`src/rtl/pong_pkg.sv`:
```
// rtl/pong_pkg.sv - shared pong constants, bounce codes and ball state type
// Contents: screen size defaults, 2-bit bounce event codes, ball_state_t,
//           centre() helper for the serve position.
package pong_pkg;

    localparam int SCREEN_X_DEF = 640;
    localparam int SCREEN_Y_DEF = 480;

    localparam logic [1:0] BOUNCE_NONE   = 2'd0;
    localparam logic [1:0] BOUNCE_PADDLE = 2'd1;
    localparam logic [1:0] BOUNCE_WALL   = 2'd2;
    localparam logic [1:0] BOUNCE_SCORE  = 2'd3;

    typedef enum logic {
        SERVE = 1'b0,
        PLAY  = 1'b1
    } ball_state_t;

    // Left/top edge that places a ball of the given size in the middle of the screen.
    function automatic logic [9:0] centre(input int screen, input int size);
        return 10'((screen - size) / 2);
    endfunction

endpackage

```
`src/rtl/ball_fsm_if.sv`:
```
// rtl/ball_fsm_if.sv - event/position bundle between collision logic and ball_fsm
// Signals: tick, bounce (collision side -> ball); ball_pos_x/y, ball_size_x/y,
//          dir_x, dir_y, serving (ball -> collision logic and renderer).
// Modports: master = collision/score side, slave = ball_fsm.
interface ball_fsm_if;
    logic       tick;
    logic [1:0] bounce;
    logic [9:0] ball_pos_x;
    logic [9:0] ball_pos_y;
    logic [7:0] ball_size_x;
    logic [7:0] ball_size_y;
    logic       dir_x;
    logic       dir_y;
    logic       serving;

    modport master (
        output tick, bounce,
        input  ball_pos_x, ball_pos_y, ball_size_x, ball_size_y, dir_x, dir_y, serving
    );

    modport slave (
        input  tick, bounce,
        output ball_pos_x, ball_pos_y, ball_size_x, ball_size_y, dir_x, dir_y, serving
    );
endinterface

```
`src/rtl/ball_axis_step.sv`:
```
// rtl/ball_axis_step.sv - one-axis ball step with saturation at 0 and max_i
// Ports: pos_i current edge, dir_i 1 = increasing, speed_i step size,
//        max_i largest legal edge, pos_o stepped and clamped edge.
module ball_axis_step (
    input  logic [9:0] pos_i,
    input  logic       dir_i,
    input  logic [9:0] speed_i,
    input  logic [9:0] max_i,
    output logic [9:0] pos_o
);

    logic [10:0] sum;

    always_comb begin
        sum   = 11'd0;
        pos_o = pos_i;
        if (dir_i) begin
            sum   = {1'b0, pos_i} + {1'b0, speed_i};
            pos_o = (sum > {1'b0, max_i}) ? max_i : sum[9:0];
        end else begin
            // Bit 10 is the borrow: the step would go below zero.
            sum   = {1'b0, pos_i} - {1'b0, speed_i};
            pos_o = sum[10] ? 10'd0 : sum[9:0];
        end
    end

endmodule

```
`src/rtl/ball_fsm.sv`:
```
// rtl/ball_fsm.sv - pong ball motion controller (serve countdown, play, bounces)
// Ports: clock, reset_n (sync active-low), bus (ball_fsm_if.slave):
//        tick/bounce in; ball_pos_x/y, ball_size_x/y, dir_x/y, serving out.
module ball_fsm
    import pong_pkg::*;
#(
    parameter int SCREEN_X    = SCREEN_X_DEF,
    parameter int SCREEN_Y    = SCREEN_Y_DEF,
    parameter int BALL_SIZE   = 8,
    parameter int SPEED_X     = 2,
    parameter int SPEED_Y     = 2,
    parameter int SERVE_TICKS = 60
) (
    input  logic             clock,
    input  logic             reset_n,
    ball_fsm_if.slave        bus
);

    localparam logic [9:0] CX      = centre(SCREEN_X, BALL_SIZE);
    localparam logic [9:0] CY      = centre(SCREEN_Y, BALL_SIZE);
    localparam logic [9:0] MAX_X   = 10'(SCREEN_X - BALL_SIZE);
    localparam logic [9:0] MAX_Y   = 10'(SCREEN_Y - BALL_SIZE);
    localparam logic [9:0] SPD_X   = 10'(SPEED_X);
    localparam logic [9:0] SPD_Y   = 10'(SPEED_Y);
    localparam logic [7:0] RELOAD  = 8'(SERVE_TICKS);

    ball_state_t state_q;
    logic [9:0]  pos_x_q, pos_y_q;
    logic        dir_x_q, dir_y_q;
    logic [7:0]  cnt_q;
    logic        armed_q;
    logic        serving_q;

    logic        act;
    logic        dir_x_d, dir_y_d;
    logic [9:0]  pos_x_d, pos_y_d;

    // An event is acted on only once per assertion: armed_q re-arms on a zero code.
    assign act     = (state_q == PLAY) && armed_q && (bus.bounce != BOUNCE_NONE);
    // Post-flip directions, so a move in the same cycle as a bounce goes the new way.
    assign dir_x_d = dir_x_q ^ (act && (bus.bounce == BOUNCE_PADDLE));
    assign dir_y_d = dir_y_q ^ (act && (bus.bounce == BOUNCE_WALL));

    ball_axis_step u_step_x (
        .pos_i   (pos_x_q),
        .dir_i   (dir_x_d),
        .speed_i (SPD_X),
        .max_i   (MAX_X),
        .pos_o   (pos_x_d)
    );

    ball_axis_step u_step_y (
        .pos_i   (pos_y_q),
        .dir_i   (dir_y_d),
        .speed_i (SPD_Y),
        .max_i   (MAX_Y),
        .pos_o   (pos_y_d)
    );

    always_ff @(posedge clock) begin
        if (!reset_n) begin
            state_q   <= SERVE;
            pos_x_q   <= CX;
            pos_y_q   <= CY;
            dir_x_q   <= 1'b1;
            dir_y_q   <= 1'b1;
            cnt_q     <= RELOAD;
            armed_q   <= 1'b0;
            serving_q <= 1'b1;
        end else begin
            case (state_q)
                SERVE: begin
                    if (bus.tick) begin
                        if (cnt_q == 8'd0) begin
                            state_q   <= PLAY;
                            serving_q <= 1'b0;
                        end else begin
                            cnt_q <= cnt_q - 8'd1;
                        end
                    end
                end
                PLAY: begin
                    if (bus.bounce == BOUNCE_NONE) begin
                        armed_q <= 1'b1;
                    end else if (armed_q) begin
                        armed_q <= 1'b0;
                    end
                    if (act && (bus.bounce == BOUNCE_SCORE)) begin
                        // Score beats a coincident tick; flip x so serves alternate.
                        pos_x_q   <= CX;
                        pos_y_q   <= CY;
                        dir_x_q   <= ~dir_x_q;
                        cnt_q     <= RELOAD;
                        state_q   <= SERVE;
                        serving_q <= 1'b1;
                    end else begin
                        dir_x_q <= dir_x_d;
                        dir_y_q <= dir_y_d;
                        if (bus.tick) begin
                            pos_x_q <= pos_x_d;
                            pos_y_q <= pos_y_d;
                        end
                    end
                end
                default: state_q <= SERVE;
            endcase
        end
    end

    assign bus.ball_pos_x  = pos_x_q;
    assign bus.ball_pos_y  = pos_y_q;
    assign bus.ball_size_x = 8'(BALL_SIZE);
    assign bus.ball_size_y = 8'(BALL_SIZE);
    assign bus.dir_x       = dir_x_q;
    assign bus.dir_y       = dir_y_q;
    assign bus.serving     = serving_q;

endmodule

```
`src/flat_wrapper.sv`:
```
// flat-port wrapper written by rule: the top's interface ports become plain ports
module ball_fsm_flat import pong_pkg::*;
#(
    parameter int SCREEN_X    = SCREEN_X_DEF,
    parameter int SCREEN_Y    = SCREEN_Y_DEF,
    parameter int BALL_SIZE   = 8,
    parameter int SPEED_X     = 2,
    parameter int SPEED_Y     = 2,
    parameter int SERVE_TICKS = 60
)
  (clock, reset_n, bus_tick, bus_bounce, bus_ball_pos_x, bus_ball_pos_y, bus_ball_size_x, bus_ball_size_y, bus_dir_x, bus_dir_y, bus_serving);
  ball_fsm_if bus_i ();
  input  logic clock;
  input  logic reset_n;
  input wire logic [$bits(bus_i.tick)-1:0] bus_tick;
  input wire logic [$bits(bus_i.bounce)-1:0] bus_bounce;
  output wire logic [$bits(bus_i.ball_pos_x)-1:0] bus_ball_pos_x;
  output wire logic [$bits(bus_i.ball_pos_y)-1:0] bus_ball_pos_y;
  output wire logic [$bits(bus_i.ball_size_x)-1:0] bus_ball_size_x;
  output wire logic [$bits(bus_i.ball_size_y)-1:0] bus_ball_size_y;
  output wire logic [$bits(bus_i.dir_x)-1:0] bus_dir_x;
  output wire logic [$bits(bus_i.dir_y)-1:0] bus_dir_y;
  output wire logic [$bits(bus_i.serving)-1:0] bus_serving;
  assign bus_i.tick = bus_tick;
  assign bus_i.bounce = bus_bounce;
  assign bus_ball_pos_x = bus_i.ball_pos_x;
  assign bus_ball_pos_y = bus_i.ball_pos_y;
  assign bus_ball_size_x = bus_i.ball_size_x;
  assign bus_ball_size_y = bus_i.ball_size_y;
  assign bus_dir_x = bus_i.dir_x;
  assign bus_dir_y = bus_i.dir_y;
  assign bus_serving = bus_i.serving;
  ball_fsm #(.SCREEN_X(SCREEN_X), .SCREEN_Y(SCREEN_Y), .BALL_SIZE(BALL_SIZE), .SPEED_X(SPEED_X), .SPEED_Y(SPEED_Y), .SERVE_TICKS(SERVE_TICKS)) u_core (.clock(clock), .reset_n(reset_n), .bus(bus_i));
endmodule
```
`config.mk`:
```
export PLATFORM = sky130hd
export DESIGN_NAME = ball_fsm_flat
export DESIGN_NICKNAME = d
export VERILOG_FILES = /design/src/rtl/pong_pkg.sv /design/src/rtl/ball_fsm_if.sv /design/src/rtl/ball_axis_step.sv /design/src/rtl/ball_fsm.sv /design/src/flat_wrapper.sv
export SDC_FILE = /design/constraint.sdc
export NUM_CORES = 1
export LEC_CHECK = 0
export BUFFER_PORTS_ARGS = -buffer_cell sky130_fd_sc_hd__buf_2
export CORE_MARGIN = 2
export CORE_UTILIZATION = 45
export DETAILED_ROUTE_END_ITERATION = 16
export MAX_ROUTING_LAYER = met4
export PLACE_DENSITY_LB_ADDON = 0.15
export SETUP_SLACK_MARGIN = 0.3
export SYNTH_ARGS = -nofsm -noshare
export SYNTH_HDL_FRONTEND = slang
export SYNTH_SLANG_ARGS = --single-unit
```
`constraint.sdc`:
```
create_clock -name clock -period 2.6 [get_ports clock]
set_input_delay 0.13 -clock clock [delete_from_list [all_inputs] [get_ports clock]]
set_output_delay 0.13 -clock clock [all_outputs]
set_load 0.005 [all_outputs]
```
==> Word-level counts from Yosys, hierarchy flattened <==
Index checks and enable logic that the tools add are counted.
{ "classes": {"n_addsub": 5, "n_lt_le_gt_ge": 2, "eq_ne": 7, "mux": 24, "bitwise": 5, "reduce_logical": 13} }
{ "ops": {"columns": ["operator", "n"], "rows": [
  ["$mux 10", 10],
  ["$mux 8", 3],
  ["$add 10x2->11 const B", 2],
  ["$sub 10x2->11 const B", 2],
  ["$pmux 8 s2", 1],
  ["$gt 11x10->1 const B", 1],
  ["$gt 11x9->1 const B", 1],
  ["$logic_not 8->1", 1],
  ["$mux 1", 8],
  ["$sub 8x1->8 const B", 1],
  ["$ne 2x2->1 const B", 3],
  ["$reduce_and 3->1", 2],
  ["$logic_and 1x1->1", 5],
  ["$eq 2x2->1 const B", 2],
  ["$pmux 1 s2", 2],
  ["$reduce_and 2->1", 2],
  ["$reduce_bool 2->1", 2],
  ["$not 1->1", 3],
  ["$eq 2x1->1 const B", 1],
  ["$logic_not 2->1", 1],
  ["$ne 2x1->1 const B", 1],
  ["$xor 1x1->1", 2]
]} }
{ "word_totals": {"reg_bits": 33, "input_bits": 5, "out_inout_bits": 39, "wordCells": 64} }

==> Depth between registers and ports, before layout <==
Gate-level depths: netlist (run 1).
{ "depth": {"word_depth": 7, "ltp_mapped": 10, "ltp_nobuf": 9} }

==> Hierarchy <==
From an unflattened synthesis (run 1), not the netlist that was laid out.
{ "unflattened": {"hier_cells": 576, "area_unflattened_um2": 4516.8} }
{ "by_module_without_submodules": {"columns": ["mod", "instances", "cells_per_inst", "area_per_inst_um2", "seq_area_each_um2"], "rows": [
  ["ball_axis_step", 2, 205, 1530.2, 0.0],
  ["ball_fsm", 1, 166, 1456.4, 660.6]
]} }

==> Least setup slack after synthesis (run 1) <==
OpenSTA, ideal clock, no wires.
{ "synth_timing": {"path_type": "flip-flop to flip-flop", "from": "register u_core.pos_x_q[1] (netlist: u_core.bus.ball_pos_x[1])", "to": "register u_core.pos_x_q[5] (netlist: u_core.bus.ball_pos_x[5])", "setup_ps": 117, "arrival_time_ps": 2111, "required_ps": 2483, "slack_ps": 372, "path_stages_with_launch": 10, "n_path_buf": 1, "period_less_slack_ps": 2228, "path_cell_list": "dfxtp_1 -> buf_4 -> inv_2 -> ha_1 -> o2111a_1 -> o32ai_1 -> a211oi_1 -> nor2_1 -> o211ai_1 -> a22o_1"} }
{ "synth_between": {"elab_chain_len": 6, "elab_cells_between_ends": 8, "classes_between": "add/sub: 2; order compare: 1; mux: 5"} }
{ "synth_rtl": {"columns": ["item", "line_no", "source"], "rows": [
  ["start: declaration", "ball_fsm.sv:28", "logic [9:0] pos_x_q, pos_y_q;"],
  ["start signal: assignment", "ball_fsm.sv:100", "pos_x_q <= pos_x_d;"],
  ["$add 10x2->11", "ball_axis_step.sv:18", "sum = {1'b0, pos_i} + {1'b0, speed_i};"],
  ["$gt 11x10->1", "ball_axis_step.sv:19", "pos_o = (sum > {1'b0, max_i}) ? max_i : sum[9:0];"],
  ["$mux 10", "ball_axis_step.sv:19", null],
  ["$mux 10 (*)", "ball_axis_step.sv:17", "if (dir_i) begin"],
  ["$mux 10 (*)", "ball_fsm.sv:99", "if (bus.tick) begin"],
  ["$mux 10 (*)", "ball_fsm.sv:88", "if (act && (bus.bounce == BOUNCE_SCORE)) begin"]
]} }
Mark *: on every way between the ends. The rest lies on a longest branch, timed or not. The select of a mux whose other input is x is not followed.
A chain may end at the register's enable or synchronous reset.

==> Worst setup path after layout (run 1) <==
{ "layout_timing": {"from": "register u_core.pos_x_q[1] (netlist: u_core.bus.ball_pos_x[1])", "to": "register u_core.pos_x_q[6] (netlist: u_core.bus.ball_pos_x[6])"} }
The elaborated chain is that of the path after synthesis.

==> results of run 1 <==
==> power breakdown <==
group	internal, W	switching [W]
registers	0.000482	0.00000872
logic	0.0000239	0.0000353
clock network	0.000188	0.000176
total	0.000693	0.000219
==> kinds of logic after synthesis <==
family                   Yosys count  share of synthesized area
flip-flops                        31                     0.2455
buffers and inverters             49                     0.1139
adder cells (fa/ha/maj)            6                    0.02970
AO/OA/AOI/OAI                     89                     0.2436
other                              2                   0.002971
multiplexers                       5                    0.02079
AND/OR/NAND/NOR                  138                     0.2950
XOR/XNOR                          14                    0.04852
==> cell usage in the layout, fill, tap and decap left out, types with 4 or more instances in the layout <==
cell,n
conb_1,18
a21oi_1,19
nand3_1,13
o21a_1,4
o22ai_1,4
xnor2_1,7
buf_2,25
clkbuf_8,5
o22a_1,5
nand2_1,37
and3_1,4
dfxtp_1,29
nor2_1,30
xor2_1,7
nand4b_1,5
a31oi_1,4
o21ai_0,13
or3_1,5
nor4_1,5
inv_1,9
nand2b_1,4
nand4_1,5
o21ai_1,6
buf_4,20
ha_1,4
nor3_1,7
==> state kept, by name (all words and copies together), names as in the netlist <==
name                   flops
u_core.bus.dir_x           1
u_core.armed_q             1
u_core.state_q             1
u_core.bus.dir_y           1
u_core.bus.ball_pos_y      9
u_core.cnt_q               8
u_core.bus.ball_pos_x      9
u_core.bus.serving         1
==> cell type report <==
type                            count  area share
Multi-Input combinational cell    270      0.6076
Clock buffer                        7     0.02696
Timing Repair Buffer               45     0.09722
Tap cell                           72     0.03182
Sequential cell                    31      0.2201
Inverter                           11     0.01458
Clock inverter                      1    0.001768
==> path summary, 6_finish.rpt <==
kind                                                  to  cells past startpoint
worst max-delay path            u_core.bus.ball_pos_x[6]                      8
worst min-delay path                    u_core.bus.dir_x                      2
worst max register to register  u_core.bus.ball_pos_x[6]                      8
worst min register to register        u_core.bus.serving                      2
==> synth_stat cells (4+ instances only) <==
master / n
o21ai_0: 13
buf_4: 21
nand4_1: 5
xnor2_1: 7
o21a_1: 4
nand2_1: 37
a21oi_1: 19
dfxtp_1: 31
buf_2: 8
o22ai_1: 4
inv_1: 9
nor3_1: 7
nand3_1: 13
nor2_1: 31
o21ai_1: 6
o22a_1: 5
nor4_1: 5
nand2b_1: 4
and3_1: 4
clkbuf_1: 7
or3_1: 5
nand4b_1: 5
a31oi_1: 4
ha_1: 6
xor2_1: 7
==> metrics by stage <==
| step | area, µm² | util | total power (W) | std cells | hold WS, ns |
|---|---|---|---|---|---|
| after floorplan | 2587 | - | 0.0005655 | 350 | 0.3233 |
| after global placement | 2691 | 0.4918 | 0.0005601 | 427 | 0.4325 |
| after detailed placement | 2691 | 0.4918 | 0.0005606 | 427 | 0.4337 |
| after CTS | 2775 | 0.5071 | 0.0009262 | 435 | 0.1617 |
| after global routing | 2831 | 0.5174 | 0.0009585 | 437 | 0.1975 |
| final | 2831 | 0.5174 | 0.0009129 | 437 | 0.1659 |
==> per-layer routing <==
metal / vias up / GRT usage / share of wire / wire length (µm)
li1: 1234 / - / - / -
met1: 1104 / 0.2746 / 0.48 / 2941
met2: 72 / 0.3222 / 0.46 / 2778
met3: 10 / 0.04318 / 0.047 / 288
met4: 0 / 0.05862 / 0.012 / 70
met5: - / - / 0 / 0
==> worst register-to-register path: stages, from the launching register on <==
cell and delay, ns:
dfxtp_1 0.42, inv_2 0.08, ha_1 0.35, o2111a_1 0.27, o32ai_2 0.32, a21oi_1 0.16
nor2_1 0.24, o21a_1 0.16, o22ai_1 0.06
==> timing repair <==
action,in CTS,in global routing
setup endpoints to repair,1,13
endpoints found under the hold margin,0,0
pin swaps,0,2
buffers inserted,0,2
resized for setup,1,9
==> key figures, run 1 <==
STA
  – Max_slew headroom: 0.4605
  – Setup TNS: 0 ns
  – Clock Skew: 0.005402 ns
  – Max Fclk: 463.3 MHz
  – Worst-Margin Slew: 0.8035 ns
  – Final WS setup: 0.4415 ns
  – Min cycle time layout: 2.159 ns
  – RSZ-0062 raised after global routing: no
  – Final setup vio count: 0
  – Final Max Tran Viols: 0
  – Tcrit/Tclk final: 0.8302
  – Hold Vio Cnt, Final: 0

Critical path
  – Critical Path Max Stage Delay: 0.42 ns
  – Critical path class: flop to flop
  – Worst Setup Start Kind: flop
  – CP startpoint: u_core.bus.ball_pos_x[1]
  – Worst-path cell chain: inv_2 -> ha_1 -> o2111a_1 -> o32ai_2 -> a21oi_1 -> nor2_1 -> o21a_1 -> o22ai_1
  – CP max stage cell: dfxtp_1
  – Crit path buf inv count: 1
  – WP data required: 2.77 ns
  – FF-to-FF Start: u_core.bus.ball_pos_x[1]
  – Setup crit end kind: flop
  – Crit Path Max Fanout: 5
  – CP delay by family, top: compound AO/OA/AOI/OAI gates
  – Reg2Reg Setup Slack: 0.44 ns
  – WP data arrival: 2.33 ns

Power and ir drop
  – Leakage: 1.045 nW
  – Worst ir drop on vdd: 0.3923 mV
  – PD cells: 322.4 mW/mm²

Hold path
  – Worst min-delay path class: input pin to flop
  – Worst Hold Launch: reset_n

Clocking
  – CTS HTree Levels: 2
  – CTS buffer count: 5
  – Clock Path Buffers: 2
  – Clock Sinks: 31
  – CTS tree: done
  – Worst skew pair latency: 0.28 ns
  – CTS clock-pin slew for the worst setup and hold paths: 0.07 ns
  – Post-CTS Hold Fix Bufs: 0
  – Root buffer cell: clkbuf_8

Synth
  – Sequential area share after synthesis: 0.2455
  – Cells after Synth: 334
  – Ranking of synthesized cells by area: dfxtp_1 25%, buf_4 6.2%, nand2_1 5.5%
  – Avg Cell Area, Syn: 7.567 µm²
  – Register bit total from synthesis: 31
  – Number of synthesized flops with an enable pin: 0
  – Cell variety after synth: 70
  – Post-Syn Area: 0.002527 mm²
  – Ys async rst share: 0
  – Most common flop cell mapped by yosys: dfxtp_1
  – Synth area leader: dfxtp_1
  – Synthesis warning total: 0
  – Top cell type's share of synthesized area: 0.2455

Die
  – Starting Density: 0.4618
  – Die width: 78.95 µm
  – Site Rows: 27
  – # IOs: 44
  – Die Ht: 78.95 µm
  – Core box area: 0.005473 mm²
  – Die area: 0.006232 mm²

Run
  – Max_cap viols: 0

Global routing
  – Global route total overflow: 0
  – First-pass GRT wire length: 10140 µm
  – Tot GR Track Use: 0.2072
  – Pin count of the biggest net entering global routing: 19
  – Initial antenna violation count: 0
  – Vias in the first global route: 2199

Drt
  – Drt first pass iters: 4
  – DRC viols: 0
  – Antenna Nets Post-Route: 0
  – DRT iter0 DRCs: 121
  – Via count: 2420
  – Via-per-instance ratio: 5.538
  – Wire per inst: 13.91 µm
  – Final Routed Wirelength: 6077 µm

Place
  – PortBufs: 25
  – Final estimated routing congestion in global placement: 0.9159
  – Post-DP HPWL: 4441 µm
  – Setup Slack @ Placement: 0.2763 ns

Finish
  – Area growth from synthesis to layout: 12.03%
  – Fin nets: 375
  – Multi-input logic area: 0.001720 mm²
  – Filler cells: 553
  – Share of cells above drive strength 1: 0.2000
  – Antenna diodes: 0
  – Register area: 623.1 µm²

Outcome
  – Status: complete, no violations
(Power assumes the default switching activity.)
==> inputs of run 2 (changes only) <==
==> constraint.sdc (replaced) <==
create_clock -name clock -period 2.16 [get_ports clock]
set_input_delay 0.108 -clock clock [delete_from_list [all_inputs] [get_ports clock]]
set_output_delay 0.108 -clock clock [all_outputs]
set_load 0.005 [all_outputs]
==> run 2 against run 1 <==
  * First-iteration DRC count is 50% higher
  * Total power up 41%
  * Routed wire length up 14%
  * Highest routed layer unchanged
  * Critical path depth grew 1
  * Fmax rose by 8.4%
  * Combinational power is 54% higher
  * Final area increased by 22%
  * Non-clock buffer count rose by 34
  * Critical path type unchanged
  * Largest power group is now clock
  * Global-route usage is 1.2 points higher
  * Sequential power grew 18%
==> key figures, run 2 (synthesis gave the netlist of run 1 again) <==
Outcome
  – Status: complete, no violations (unchanged)

Die
  – Core box area: 0.005473 mm² (unchanged)
  – Starting Density: 0.4618 (unchanged)
  – Die Ht: 78.95 µm (unchanged)
  – Die area: 0.006232 mm² (unchanged)
  – Site Rows: 27 (unchanged)
  – Die width: 78.95 µm (unchanged)
  – # IOs: 44 (unchanged)

Critical path
  – FF-to-FF Start: u_core.bus.ball_pos_x[3] (was u_core.bus.ball_pos_x[1])
  – Critical Path Max Stage Delay: 0.35 ns (was 0.42 ns)
  – WP data required: 2.35 ns (was 2.77 ns)
  – Critical path class: flop to flop (unchanged)
  – Reg2Reg Setup Slack: 0.17 ns (was 0.44 ns)
  – Setup crit end kind: flop (unchanged)
  – R2r endpoint: u_core.bus.ball_pos_x[7] (was u_core.bus.ball_pos_x[6])
  – Worst Setup Start Kind: flop (unchanged)
  – CP delay by family, top: compound AO/OA/AOI/OAI gates (unchanged)
  – FF-to-FF path depth: 9 (was 8)
  – WP data arrival: 2.18 ns (was 2.33 ns)
  – Crit path buf inv count: 2 (was 1)
  – Worst-path cell chain: buf_4 -> buf_6 -> nand4_1 -> or3_1 -> a32o_2 -> a211oi_4 -> nor2_4 -> a21oi_1 -> a31oi_1 (was inv_2 -> ha_1 -> o2111a_1 -> o32ai_2 -> a21oi_1 -> nor2_1 -> o21a_1 -> o22ai_1)
  – CP max stage cell: or3_1 (was dfxtp_1)
  – Crit Path Max Fanout: 7 (was 5)

Global routing
  – First-pass GRT wire length: 10580 µm (was 10140 µm)
  – Met2 GRT Util: 0.3376 (was 0.3222)
  – Met1 GRT Util: 0.2850 (was 0.2746)
  – Vias in the first global route: 2272 (was 2199)
  – Global route total overflow: 0 (unchanged)
  – Gr busiest metal: met2 (unchanged)
  – Initial antenna violation count: 0 (unchanged)
  – Grt met3 use: 0.03977 (was 0.04318)
  – Pin count of the biggest net entering global routing: 18 (was 19)
  – Tot GR Track Use: 0.2190 (was 0.2072)

Clocking
  – Worst skew pair latency: 0.30 ns (was 0.28 ns)
  – CTS tree: done (unchanged)
  – CTS clock-pin slew for the worst setup and hold paths: 0.08 ns (was 0.07 ns)
  – Root buffer cell: clkbuf_8 (unchanged)
  – Clock Sinks: 31 (unchanged)
  – CTS buffer count: 5 (unchanged)
  – CTS HTree Levels: 2 (unchanged)
  – Clock Path Buffers: 2 (unchanged)
  – Post-CTS Hold Fix Bufs: 0 (unchanged)

Finish
  – Antenna diodes: 0 (unchanged)
  – Filler cells: 492 (was 553)
  – Area growth from synthesis to layout: 36.29% (was 12.03%)
  – Share of cells above drive strength 1: 0.4010 (was 0.2000)
  – Most frequent cells in the layout: 51 x buf_4, 34 x nand2_1, 29 x nor2_1 (was 37 x nand2_1, 30 x nor2_1, 29 x dfxtp_1)
  – Core Util, Final: 0.6294 (was 0.5174)
  – Fin nets: 409 (was 375)
  – Commonest non-fill, non-tap cell in the layout: buf_4 (was nand2_1)

STA
  – Min cycle time layout: 1.991 ns (was 2.159 ns)
  – Hold Vio Cnt, Final: 0 (unchanged)
  – Max Fclk: 502.2 MHz (was 463.3 MHz)
  – RSZ-0062 raised after global routing: yes (was no)
  – Clock Skew: 0.006460 ns (was 0.005402 ns)
  – Tcrit/Tclk final: 0.9218 (was 0.8302)
  – Setup TNS: 0 ns (unchanged)
  – Final setup vio count: 0 (unchanged)
  – Final WS setup: 0.1688 ns (was 0.4415 ns)
  – Final Max Tran Viols: 0 (unchanged)

Place
  – Final estimated routing congestion in global placement: 0.9305 (was 0.9159)
  – Setup Slack @ Placement: 0.07632 ns (was 0.2763 ns)
  – PortBufs: 25 (unchanged)
  – Post-DP HPWL: 4688 µm (was 4441 µm)

Drt
  – Antenna Nets Post-Route: 0 (unchanged)
  – DRT iter0 DRCs: 182 (was 121)
  – DRC viols: 0 (unchanged)
  – Drt first pass iters: 4 (unchanged)
  – Final Routed Wirelength: 6958 µm (was 6077 µm)
  – Wire per inst: 14.77 µm (was 13.91 µm)
  – Via-per-instance ratio: 5.682 (was 5.538)
  – Via count: 2676 (was 2420)

Power and ir drop
  – PD cells: 374.0 mW/mm² (was 322.4 mW/mm²)
  – Worst ir drop on vdd: 0.3880 mV (was 0.3923 mV)
  – Leakage: 1.305 nW (was 1.045 nW)

Hold path
  – Hold depth: 3 (was 2)
  – Worst min-delay path class: input pin to flop (unchanged)
  – Worst Hold Launch: bus_tick (was reset_n)
  – WHS Endpoint: u_core.state_q (was u_core.bus.dir_x)

Run
  – Max_cap viols: 0 (unchanged)
## run 2: cell types whose count changed in the layout (fill, tap and decap cells not counted), sizes merged
cell and change:
buf +34, bufinv +1, clkbuf -1, clkinv -1, clkinvlp +1
## run 2: per-stage QoR
step	instances	hold slack [ns]	instance area, µm²	power (W)
floorplan	350	0.3013	2690	0.0006791
global route	471	0.2038	3445	0.001329
detailed placement	439	0.4334	2869	0.0006772
global placement	439	0.4312	2869	0.0006761
CTS	463	0.1929	3218	0.001286
finish	471	0.1798	3445	0.001288
## run 2: worst max path at each step
stage / startpoint / end / slack (ns) / cells after the start
2_1_floorplan: u_core.bus.ball_pos_x[5] / u_core.bus.ball_pos_x[8] / 0.17 / 8
3_3_place_gp: u_core.bus.ball_pos_x[2] / u_core.bus.ball_pos_x[5] / 0.15 / 8
3_5_place_dp: u_core.bus.ball_pos_x[2] / u_core.bus.ball_pos_x[5] / 0.08 / 8
4_1_cts: u_core.bus.ball_pos_x[3] / u_core.bus.ball_pos_x[3] / 0.17 / 7
5_1_grt: u_core.bus.ball_pos_x[3] / u_core.bus.ball_pos_x[3] / 0.09 / 7
6_report: u_core.bus.ball_pos_x[3] / u_core.bus.ball_pos_x[7] / 0.17 / 9
## run 2: final cells by class
class | count | area [µm²] | area share
multi-input combinational | 270 | 1992 | 0.5783
sequential | 31 | 655.6 | 0.1903
timing repair buffer | 79 | 541.8 | 0.1573
tap | 72 | 90.09 | 0.02615
clock buffer | 6 | 82.58 | 0.02397
inverter | 11 | 47.55 | 0.01380
clock inverter | 2 | 35.03 | 0.01017
## run 2: power by group
| group | total (W) | switching (W) | internal, W |
|---|---|---|---|
| Clock | 0.000618 | 0.000245 | 0.000373 |
| Combinational | 0.0000910 | 0.0000539 | 0.0000371 |
| Sequential | 0.000580 | 0.00000778 | 0.000572 |
| Total | 0.00129 | 0.000306 | 0.000982 |
## run 2: tightest hold or removal path: stages
cell	delay [ns]
buf_2	0.13
nand3b_1	0.12
a21boi_1	0.07
## run 2: repair_timing
action | CTS | global route
resized for setup | 34 | 36
setup buffers | 16 | 8
pin swaps | 24 | 14
setup endpoints to repair | 22 | 26
## run 2: routing by layer
metal | part of all wire | up-vias
met4 | 0.019 | 0
met2 | 0.47 | 112
met1 | 0.44 | 1249
li1 | - | 1302
met3 | 0.069 | 13
met5 | 0 | -
==> inputs of run 3 (changes only) <==
--- a/config.mk
+++ b/config.mk
@@ -9,9 +9,11 @@
 export CORE_MARGIN = 2
 export CORE_UTILIZATION = 45
 export DETAILED_ROUTE_END_ITERATION = 16
+export GPL_ROUTABILITY_DRIVEN = 0
 export MAX_ROUTING_LAYER = met4
 export PLACE_DENSITY_LB_ADDON = 0.15
 export SETUP_SLACK_MARGIN = 0.3
+export SLEW_MARGIN = 0
 export SYNTH_ARGS = -nofsm -noshare
 export SYNTH_HDL_FRONTEND = slang
 export SYNTH_SLANG_ARGS = --single-unit
==> constraint.sdc (replaced) <==
create_clock -name clock -period 2.16 [get_ports clock]
set_input_delay 0.216 -clock clock [delete_from_list [all_inputs] [get_ports clock]]
set_output_delay 0.216 -clock clock [all_outputs]
set_load 0.005 [all_outputs]
==> run 3 against run 2 <==
  * Final cell count did not move
  * Sequential power barely moved
  * Utilization fell by 0.27 points
  * Largest cell class unchanged
  * Largest power group is now registers
  * Highest routed layer unchanged
==> key figures, run 3 (synthesis gave the netlist of run 1 again) <==
STA
  – Hold Vio Cnt, Final: 0 (unchanged)
  – Tcrit/Tclk final: 0.9266 (was 0.9218)
  – Final setup vio count: 0 (unchanged)
  – Max Fclk: 499.6 MHz (was 502.2 MHz)
  – Final Max Tran Viols: 0 (unchanged)
  – RSZ-0062 raised after global routing: yes (unchanged)
  – Setup TNS: 0 ns (unchanged)
  – Clock Skew: 0.007897 ns (was 0.006460 ns)
  – Min cycle time layout: 2.001 ns (was 1.991 ns)

Drt
  – Drt first pass iters: 6 (was 4)
  – Via count: 2657 (was 2676)
  – Wire per inst: 14.50 µm (was 14.77 µm)
  – DRC viols: 0 (unchanged)
  – DRT iter0 DRCs: 214 (was 182)
  – Via-per-instance ratio: 5.641 (was 5.682)
  – Final Routed Wirelength: 6829 µm (was 6958 µm)
  – Antenna Nets Post-Route: 0 (unchanged)

Finish
  – Antenna diodes: 0 (unchanged)
  – Layout Cells excl Fill: 471 (unchanged)
  – Most frequent cells in the layout: 50 x buf_4, 35 x nand2_1, 29 x nor2_1 (was 51 x buf_4, 34 x nand2_1, 29 x nor2_1)
  – Share of cells above drive strength 1: 0.3935 (was 0.4010)
  – Commonest non-fill, non-tap cell in the layout: buf_4 (unchanged)
  – Fin nets: 409 (unchanged)
  – Area growth from synthesis to layout: 35.69% (was 36.29%)

Die
  – Core box area: 0.005473 mm² (unchanged)
  – Site Rows: 27 (unchanged)
  – Starting Density: 0.4618 (unchanged)
  – Die width: 78.95 µm (unchanged)
  – # IOs: 44 (unchanged)
  – Die Ht: 78.95 µm (unchanged)
  – Die area: 0.006232 mm² (unchanged)

Critical path
  – Critical Path Max Stage Delay: 0.37 ns (was 0.35 ns)
  – Worst Setup Start Kind: flop (unchanged)
  – Crit path buf inv count: 1 (was 2)
  – Crit Path Max Fanout: 6 (was 7)
  – Critical path class: flop to flop (unchanged)
  – WP data arrival: 2.18 ns (about the same)
  – WP data required: 2.34 ns (was 2.35 ns)
  – Reg2Reg Setup Slack: 0.16 ns (was 0.17 ns)
  – CP delay by family, top: compound AO/OA/AOI/OAI gates (unchanged)
  – FF-to-FF Start: u_core.bus.ball_pos_x[2] (was u_core.bus.ball_pos_x[3])
  – CP startpoint: u_core.bus.ball_pos_x[2] (was u_core.bus.ball_pos_x[3])
  – CP max stage cell: dfxtp_4 (was or3_1)
  – Setup crit end kind: flop (unchanged)
  – Worst-path cell chain: inv_2 -> ha_4 -> o2111a_1 -> o32ai_4 -> a211oi_2 -> nor2_2 -> o211ai_1 -> a22o_1 (was buf_4 -> buf_6 -> nand4_1 -> or3_1 -> a32o_2 -> a211oi_4 -> nor2_4 -> a21oi_1 -> a31oi_1)

Clocking
  – CTS buffer count: 5 (unchanged)
  – Clock Path Buffers: 2 (unchanged)
  – Clock Sinks: 31 (unchanged)
  – CTS HTree Levels: 2 (unchanged)
  – Worst skew pair latency: 0.29 ns (was 0.30 ns)
  – CTS tree: done (unchanged)
  – CTS clock-pin slew for the worst setup and hold paths: 0.07 ns (was 0.08 ns)
  – Post-CTS Hold Fix Bufs: 0 (unchanged)
  – Root buffer cell: clkbuf_8 (unchanged)

Place
  – PortBufs: 25 (unchanged)
  – Placed cell count: 435 (was 439)
  – Post-DP HPWL: 4595 µm (was 4688 µm)

Global routing
  – Pin count of the biggest net entering global routing: 13 (was 18)
  – Tot GR Track Use: 0.2183 (was 0.2190)
  – Global route total overflow: 0 (unchanged)
  – Initial antenna violation count: 0 (unchanged)
  – Vias in the first global route: 2292 (was 2272)
  – First-pass GRT wire length: 10550 µm (was 10580 µm)

Outcome
  – Status: complete, no violations (unchanged)

Power and ir drop
  – Power Total: 0.001153 W (was 0.001288 W)
  – Leakage: 1.304 nW (was 1.305 nW)
  – Worst ir drop on vdd: 0.2519 mV (was 0.3880 mV)
  – PD cells: 336.2 mW/mm² (was 374.0 mW/mm²)

Run
  – Max_cap viols: 0 (unchanged)

Hold path
  – Worst min-delay path class: input pin to flop (unchanged)
  – Worst Hold Launch: reset_n (was bus_tick)
-- run 3: layout make-up --
cell class              count  area [µm²]
clock buffers               7       86.33
repair buffers             79       563.0
inverters                  11       43.79
multi-input cells         270        1984
clock inverters             1       5.005
well taps                  72       90.09
flip-flops and latches     31       656.9
fillers                   491        2043
-- run 3: layer usage --
metal / GRT usage / routed length, µm / vias to the layer above
met1: 0.2801 / 3173 / 1266
met5: - / 0 / -
met3: 0.04545 / 328 / 6
li1: - / - / 1303
met2: 0.3470 / 3275 / 82
met4: 0.06897 / 52 / 0
-- run 3: where the power goes --
| group | switching [W] | internal (W) |
|---|---|---|
| logic | 0.0000529 | 0.0000370 |
| clock network | 0.000226 | 0.000257 |
| registers | 0.00000820 | 0.000572 |
| total | 0.000287 | 0.000866 |
-- run 3: metrics by stage --
step | util | hold slack (ns) | setup WS (ns) | area (µm²)
after floorplan | - | 0.4093 | 0.1739 | 2690
after global placement | 0.5187 | 0.4286 | 0.1171 | 2839
after detailed placement | 0.5187 | 0.4305 | 0.07753 | 2839
after CTS | 0.5821 | 0.1733 | 0.1758 | 3186
after global routing | 0.6267 | 0.1713 | 0.04183 | 3430
final | 0.6267 | 0.1824 | 0.1585 | 3430
-- run 3: worst reg2reg max path, stage by stage, from the launching register on --
cell and delay (ns):
dfxtp_4 0.37, inv_2 0.05, ha_4 0.25, o2111a_1 0.27, o32ai_4 0.28, a211oi_2 0.11, nor2_2 0.22, o211ai_1 0.13
a22o_1 0.22
-- run 3: path summary, 6_finish.rpt --
kind / end / cells after the start
hold reg to reg: u_core.bus.serving / 2
hold / removal: u_core.bus.dir_y / 2
setup reg to reg: u_core.bus.ball_pos_x[5] / 8
setup / recovery: u_core.bus.ball_pos_x[5] / 8
-- run 3: timing repair --
action / CTS / global route
resized for setup: 21 / 45
cloned: 0 / 0
setup buffers: 21 / 7
endpoints found under the setup margin: 22 / 27
pin swaps: 17 / 41
